===== src/rtl/id_stage.sv =====
// Instruction decode stage: one registered valid/ready slot that splits a MIPS word
// into fields and control bits. ID_STAGE_ILLEGAL_TRAP_EN enables the o_illegal flag.
module id_stage (
    input  logic        i_clk,
    input  logic        i_rst,
    input  logic        i_valid,
    input  logic [31:0] i_instr,
    input  logic [31:0] i_pc,
    output logic        o_ready,
    input  logic        i_out_ready,
    input  logic        i_flush,
    output logic        o_valid,
    output logic [31:0] o_pc,
    output logic [4:0]  o_rs,
    output logic [4:0]  o_rt,
    output logic [4:0]  o_wr_reg,
    output logic [4:0]  o_shamt,
    output logic [5:0]  o_funct,
    output logic [5:0]  o_opcode,
    output logic [15:0] o_imm,
    output logic        o_sign,
    output logic        o_reg_write,
    output logic        o_mem_read,
    output logic        o_mem_write,
    output logic        o_branch,
    output logic        o_jump,
    output logic        o_illegal
);

`ifdef ID_STAGE_ILLEGAL_TRAP_EN
    localparam bit TrapEn = 1'b1;
`else
    localparam bit TrapEn = 1'b0;
`endif

    localparam logic [4:0] LinkReg = 5'd31;

    typedef struct packed {
        logic [31:0] pc;
        logic [5:0]  opcode;
        logic [4:0]  rs;
        logic [4:0]  rt;
        logic [4:0]  wr_reg;
        logic [4:0]  shamt;
        logic [5:0]  funct;
        logic [15:0] imm;
        logic        sign;
        logic        reg_write;
        logic        mem_read;
        logic        mem_write;
        logic        branch;
        logic        jump;
        logic        illegal;
    } id_out_t;

    id_out_t out_q, out_d, dec_c;
    logic    valid_q, valid_d;
    logic    known_c;

    // Combinational decode of the incoming word
    always_comb begin
        dec_c        = '0;
        known_c      = 1'b0;
        dec_c.pc     = i_pc;
        dec_c.opcode = i_instr[31:26];
        dec_c.rs     = i_instr[25:21];
        dec_c.rt     = i_instr[20:16];
        dec_c.shamt  = i_instr[10:6];
        dec_c.funct  = i_instr[5:0];
        dec_c.imm    = i_instr[15:0];
        case (i_instr[31:26])
            6'b000000: begin
                case (i_instr[5:0])
                    6'b000000, 6'b000010, 6'b000011,
                    6'b100000, 6'b100001, 6'b100010, 6'b100011,
                    6'b100100, 6'b100101, 6'b100110, 6'b100111,
                    6'b101010, 6'b101011: begin
                        known_c         = 1'b1;
                        dec_c.wr_reg    = i_instr[15:11];
                        dec_c.reg_write = 1'b1;
                    end
                    6'b001000: begin
                        known_c      = 1'b1;
                        dec_c.wr_reg = i_instr[15:11];
                        dec_c.jump   = 1'b1;
                    end
                    default: known_c = 1'b0;
                endcase
            end
            6'b000010: begin
                known_c    = 1'b1;
                dec_c.jump = 1'b1;
            end
            6'b000011: begin
                known_c         = 1'b1;
                dec_c.wr_reg    = LinkReg;
                dec_c.reg_write = 1'b1;
                dec_c.jump      = 1'b1;
            end
            6'b000100, 6'b000101: begin
                known_c      = 1'b1;
                dec_c.branch = 1'b1;
                dec_c.sign   = 1'b1;
            end
            6'b001000, 6'b001001, 6'b001010, 6'b001011: begin
                known_c         = 1'b1;
                dec_c.wr_reg    = i_instr[20:16];
                dec_c.reg_write = 1'b1;
                dec_c.sign      = 1'b1;
            end
            6'b001100, 6'b001101, 6'b001110, 6'b001111: begin
                known_c         = 1'b1;
                dec_c.wr_reg    = i_instr[20:16];
                dec_c.reg_write = 1'b1;
            end
            6'b100011: begin
                known_c         = 1'b1;
                dec_c.wr_reg    = i_instr[20:16];
                dec_c.reg_write = 1'b1;
                dec_c.mem_read  = 1'b1;
                dec_c.sign      = 1'b1;
            end
            6'b101011: begin
                known_c         = 1'b1;
                dec_c.mem_write = 1'b1;
                dec_c.sign      = 1'b1;
            end
            default: known_c = 1'b0;
        endcase
        // Writes to $0 are discarded, which also makes sll $0 a clean NOP
        if (dec_c.wr_reg == 5'd0) begin
            dec_c.reg_write = 1'b0;
        end
        if (!known_c) begin
            dec_c.wr_reg    = 5'd0;
            dec_c.sign      = 1'b0;
            dec_c.reg_write = 1'b0;
            dec_c.mem_read  = 1'b0;
            dec_c.mem_write = 1'b0;
            dec_c.branch    = 1'b0;
            dec_c.jump      = 1'b0;
            dec_c.illegal   = TrapEn;
        end
    end

    assign o_ready = !valid_q || i_out_ready;

    // Next state: flush beats accept, accept beats drain, otherwise hold
    always_comb begin
        valid_d = valid_q;
        out_d   = out_q;
        if (i_flush) begin
            valid_d         = 1'b0;
            out_d.reg_write = 1'b0;
            out_d.mem_read  = 1'b0;
            out_d.mem_write = 1'b0;
            out_d.branch    = 1'b0;
            out_d.jump      = 1'b0;
            out_d.illegal   = 1'b0;
        end else if (i_valid && o_ready) begin
            valid_d = 1'b1;
            out_d   = dec_c;
        end else if (i_out_ready) begin
            valid_d = 1'b0;
        end
    end

    always_ff @(posedge i_clk) begin
        if (i_rst) begin
            valid_q <= 1'b0;
            out_q   <= '0;
        end else begin
            valid_q <= valid_d;
            out_q   <= out_d;
        end
    end

    assign o_valid     = valid_q;
    assign o_pc        = out_q.pc;
    assign o_opcode    = out_q.opcode;
    assign o_rs        = out_q.rs;
    assign o_rt        = out_q.rt;
    assign o_wr_reg    = out_q.wr_reg;
    assign o_shamt     = out_q.shamt;
    assign o_funct     = out_q.funct;
    assign o_imm       = out_q.imm;
    assign o_sign      = out_q.sign;
    assign o_reg_write = out_q.reg_write;
    assign o_mem_read  = out_q.mem_read;
    assign o_mem_write = out_q.mem_write;
    assign o_branch    = out_q.branch;
    assign o_jump      = out_q.jump;
    assign o_illegal   = out_q.illegal;

endmodule


===== config.mk =====
export PLATFORM = sky130hd
export DESIGN_NAME = id_stage
export DESIGN_NICKNAME = d
export VERILOG_FILES = /design/src/rtl/id_stage.sv
export SDC_FILE = /design/constraint.sdc
export NUM_CORES = 1
export LEC_CHECK = 0
export CAP_MARGIN = 20
export CELL_PAD_IN_SITES_DETAIL_PLACEMENT = 1
export CELL_PAD_IN_SITES_GLOBAL_PLACEMENT = 1
export CORE_ASPECT_RATIO = 1.1
export CORE_MARGIN = 2
export CORE_UTILIZATION = 35
export DETAILED_ROUTE_END_ITERATION = 10
export DONT_BUFFER_PORTS = 1
export GPL_ROUTABILITY_DRIVEN = 0
export GPL_TIMING_DRIVEN = 0
export PLACE_DENSITY_LB_ADDON = 0.3
export SETUP_SLACK_MARGIN = 0.02
export SLEW_MARGIN = 20
export SYNTH_ARGS = -nofsm -noshare
export SYNTH_HDL_FRONTEND = slang
export SYNTH_SLANG_ARGS = --single-unit

===== constraint.sdc =====
create_clock -name i_clk -period 3 [get_ports i_clk]
set_input_delay 0.3 -clock i_clk [delete_from_list [all_inputs] [get_ports i_clk]]
set_output_delay 0.3 -clock i_clk [all_outputs]
set_load 0.02 [all_outputs]

## After elaboration in Yosys (flattened, before gate mapping)

Cells that the tools add are included.

- Logic and storage cells: 78
- Output and inout bits: 89
- Input bits: 69
- Register bits: 88

- Reductions and logical operators: 17
- Mux-type cells: 17
- Equal/unequal tests: 27
- Bitwise logic cells: 1

Operators by type and width:

| operator | number |
|---|---|
| == test 6 bit, second input constant | 12 |
| == test 6 x 4 -> 1 bit, second input constant | 9 |
| OR reduction 14 bit | 2 |
| == test 6 x 2 -> 1 bit, second input constant | 4 |
| case mux 5 bit (3 select lines) | 1 |
| OR reduction 13 bit | 1 |
| == test 6 x 3 -> 1 bit, second input constant | 2 |
| logical NOT 6 bit | 2 |
| 2-to-1 mux 1 bit | 10 |
| 2-to-1 mux 5 bit | 2 |
| OR reduction 10 bit | 1 |
| OR reduction 9 bit | 1 |
| OR reduction 8 bit | 1 |
| 2-to-1 mux 7 bit | 1 |
| case mux 1 bit (2 select lines) | 3 |
| OR reduction 2 bit | 3 |
| logical NOT 5 bit | 1 |
| AND reduction 2 bit | 1 |
| nonzero test 2 bit | 1 |
| logical AND 1 bit | 1 |
| logical NOT 1 bit | 1 |
| logical OR 1 bit | 1 |
| NOT 1 bit | 1 |

## Depth between registers and ports, before layout

- Depth after elaboration: 7
- Gate-level depth with buffers: 7
- Gate-level depth less buffers: 5

## Least setup slack after synthesis

OpenSTA, ideal clock, no wires.

- Path kind: register -> register
- From: register valid_q (netlist: o_valid)
- To: register out_q (netlist bit o_sign)
- Buffers on the path: 1
- Required time: 2,930 ps
- Stages on the path, launching flop included: 7
- Setup time: 70 ps
- Data arrival time: 1,456 ps
- Setup slack: 1,473 ps
- Period minus slack after synthesis: 1,527 ps
- Cells stage by stage: dfxtp_1 > nand2b_2 > nand2_2 > nor2_1 > clkbuf_1 > o2111ai_1 > a21oi_1

- Cells in the longest elaborated chain, start to end: 4

Ends and longest elaborated chain:

| element | RTL line | RTL |
|---|---|---|
| from (decl) | 57 | `logic valid_q, valid_d;` |
| from (signal assigned) | 173 | `valid_q <= valid_d;` |
| logical NOT 1 bit | 146 | `assign o_ready = !valid_q \|\| i_out_ready;` |
| logical OR 1 bit | 146 |  |
| named net o_ready | 9 | `output logic o_ready,` |
| logical AND 1 bit | 160 | `end else if (i_valid && o_ready) begin` |
| AND reduction 2 bit (no source line) | -- |  |
| to (signal assigned) | 174 | `out_q <= out_d;` |
| to (decl) | 56 | `id_out_t out_q, out_d, dec_c;` |

The timed path passes the listed nets, and every way through them passes these cells.
A chain may end at the register's enable or synchronous reset.

## Worst setup path in the final report

Ends and elaborated chain as after synthesis.

==> summary.txt <==
Synthesis
  – Yosys cell types: 40
  – Area share of fa/ha/maj cells after synthesis: 0
  – Flops & latches, synth: 76
  – Area share of and/or/nand/nor cells after synthesis: 0.241
  – Syn Nets: 469
  – Top area cells in the synthesized netlist: dfxtp_1 48%, nand2_1 17%, a21oi_1 13%
  – Post-synth EDFFs: 0
  – Syn Area/Cell: 7.85 um^2
  – Synthesized area: 3140 um^2
  – Post-synthesis mux area share: 0.00717
  – Synth Instances: 400
  – Post-synthesis xor/xnor area fraction: 0
  – Post-synthesis sequential area ratio: 0.484
  – FFs w/ async S/R, synth: 0
  – Largest family of logic cells by synthesized area: simple AND/OR/NAND/NOR gates
  – Synth Warn #: 0
  – Compound-Gate Fraction of Synth Area: 0.191
  – Primary FF master, synth: dfxtp_1
  – Area leader, netlist: dfxtp_1
  – Synth top area share: 0.484

Power and ir drop
  – Share of power burned in registers: 0.543
  – Internal cell power: 0.00151 W
  – P per Cell Area: 599 nW/um^2
  – Combinational share of power: 0.089
  – NetSw: 0.000568 W
  – Leak: 1.23 nW
  – Peak supply drop: 0.277 mV
  – Clock network power share: 0.368
  – Sw Ratio: 0.273

Critical path
  – Worst Setup Start Kind: register
  – CP Max Fanout: 10
  – Worst path slowest cell: nor2_1
  – CP Data Arrival Time: 2.34 ns
  – Crit-path max cell delay: 0.46 ns
  – CP cell instances: nand2b_2 > nand2_2 > nor2_1 > clkbuf_1 > o2111ai_1 > a21oi_1
  – Required time worst endpoint: 3.28 ns
  – Crit Path Class: reg -> reg
  – CP Capture Type: register

Clock tree
  – TritonCTS clock tree: done
  – CTS Buffer Depth: 2
  – # resized after CTS: 0
  – Clock Latency Late Sink: 0.35 ns
  – Sink Count: 76
  – Clock root buffer: clkbuf_8
  – CTS buffer count: 9
  – Clock transition at path regs: 0.08 ns
  – Post-CTS Setup Inserts: 0
  – Post-CTS Hold Buffers: 0
  – H-tree levels: 3

Routing
  – Routed Antenna Nets: 0
  – Via density: 5.26
  – DRT Pass-1 Iters: 4
  – Routed via count: 2781
  – DRC Markers: 0
  – DRT iter0 DRCs: 61
  – Wirelength per Cell: 17.5 um
  – Post-Route WL: 9240 um

Finish
  – Share of cells above drive strength 1: 0.128
  – Final net count: 480
  – Fin cells: 529
  – Filler Cell Count: 1083
  – Max reg flops: 32
  – Design Area, Final: 3470 um^2
  – Diode count: 0
  – Synth-to-Final Area Change: 10.6%

Die
  – Die Height: 103 um
  – Core area: 8780 um^2
  – Initial core utilization: 0.358
  – Die X: 94.3 um
  – DIE AREA: 9750 um^2
  – Cell row count: 36
  – I/O pin cnt: 158

STA
  – Unrepaired setup endpoints after global routing: no
  – Worst clock skew: 0.00779 ns
  – Final hold violation count: 0
  – Fin Setup TNS: 0 ns
  – Tcrit/Tclk final: 0.687
  – Worst hold slack: 0.0274 ns
  – Worst-margin pin slew: 0.560 ns
  – Slew margin rel.: 0.627
  – Fmax: 0.485 GHz
  – Min Tclk post-route: 2.06 ns
  – Final setup viols: 0
  – Final slew viol count: 0

Placement
  – Buffers on Ports: 0
  – Area post-placement: 3280 um^2
  – Hpwl dp: 7030 um
  – Dpl cells: 514

GRT
  – Largest net degree at the start of global routing: 13
  – Vias in the first global route: 2873
  – GR Overflow Total: 0
  – Initial antenna violation count: 0
  – Overall routing resource usage: 0.189
  – First-pass GRT wire length: 14200 um

Hold path
  – Hold Path Class: in -> reg

Flow run
  – Max cap viols: 0

Run status
  – Outcome: completed
-- layout by cell type (no fill, tap or decap), types with 2 or more instances in the layout --
cell / netlist / layout
nor2b_1: 3 / 3
clkinv_2: 0 / 3
buf_6: 2 / 2
nand3_1: 5 / 5
o21ai_0: 2 / 2
nor3_1: 4 / 4
a21oi_1: 80 / 80
o22ai_1: 6 / 6
o211ai_1: 5 / 5
nor2_1: 9 / 9
buf_4: 12 / 12
nand2b_1: 3 / 3
clkbuf_8: 0 / 10
inv_1: 4 / 4
nand2_1: 139 / 139
dfxtp_1: 76 / 76
clkbuf_1: 10 / 10
buf_2: 14 / 14
a21boi_0: 2 / 2
a31oi_1: 2 / 2
-- path summary, 6_finish.rpt --
check                           startpoint  depth (start not counted)  slack (ns)    endpoint
worst min-delay path               i_flush                          1        0.03  o_mem_read
worst max register to register     o_valid                          6        0.94      o_sign
worst max-delay path               o_valid                          6        0.94      o_sign
worst min register to register    o_pc[24]                          2        0.56    o_pc[24]
-- per-stage QoR --
| step | setup WS (ns) | total power [W] | utilization |
|---|---|---|---|
| floorplan | 1.47 | 0.00129 | - |
| global placement | 0.895 | 0.00133 | 0.374 |
| detailed placement | 0.870 | 0.00134 | 0.374 |
| CTS | 0.841 | 0.00212 | 0.395 |
| global route | 0.652 | 0.00219 | 0.395 |
| finish | 0.938 | 0.00208 | 0.395 |
-- metal layers --
metal  vias up  global-route usage  wire [um]
met2        97               0.335       4610
met5         -                   0          0
met3         8              0.0739        924
met4         0              0.0569        116
li1       1344                   -          -
met1      1332               0.210       3580
-- power by group through the flow --
stage	Clock (W)	Combinational, W	Sequential, W
final	0.000766	0.000185	0.00113
after detailed placement	0	0.000188	0.00115
after CTS	0.000795	0.000189	0.00113
after floorplan	0	0.000149	0.00114
after global routing	0.000842	0.000211	0.00114
after global placement	0	0.000181	0.00115
-- critical path, delay by kind of cell (launching register included) --
| family | cells | cell delay [ns] |
|---|---|---|
| buf+inv | 1 | 0.42 |
| compound gates | 2 | 0.38 |
| flops | 1 | 0.39 |
| simple gates | 3 | 0.82 |
-- logic make-up after synthesis --
kind of cell           after synthesis
AND/OR/NAND/NOR                    176
AO/OA/AOI/OAI                      104
flip-flops                          76
buffers and inverters               42
multiplexers                         1
other                                1
-- Yosys cell counts, types with 2 or more instances --
| cell type | instances |
|---|---|
| nor2_1 | 9 |
| nand3_1 | 5 |
| nor3_1 | 4 |
| a21boi_0 | 2 |
| buf_2 | 14 |
| a31oi_1 | 2 |
| o21ai_0 | 2 |
| o211ai_1 | 5 |
| nor2b_1 | 3 |
| clkbuf_1 | 10 |
| buf_4 | 12 |
| buf_6 | 2 |
| a21oi_1 | 80 |
| dfxtp_1 | 76 |
| inv_1 | 4 |
| nand2b_1 | 3 |
| nand2_1 | 139 |
| o22ai_1 | 6 |
-- layout make-up --
cell class	instances	area, um^2	share of cell area
inverter	4	15.0	0.00432
sequential	76	1520	0.438
buffer	38	220	0.0634
clock inverter	5	52.6	0.0151
multi-input combinational	282	1380	0.398
clock buffer	10	138	0.0396
tap	114	143	0.0411
No activity file was read; power rests on OpenSTA's default activity.
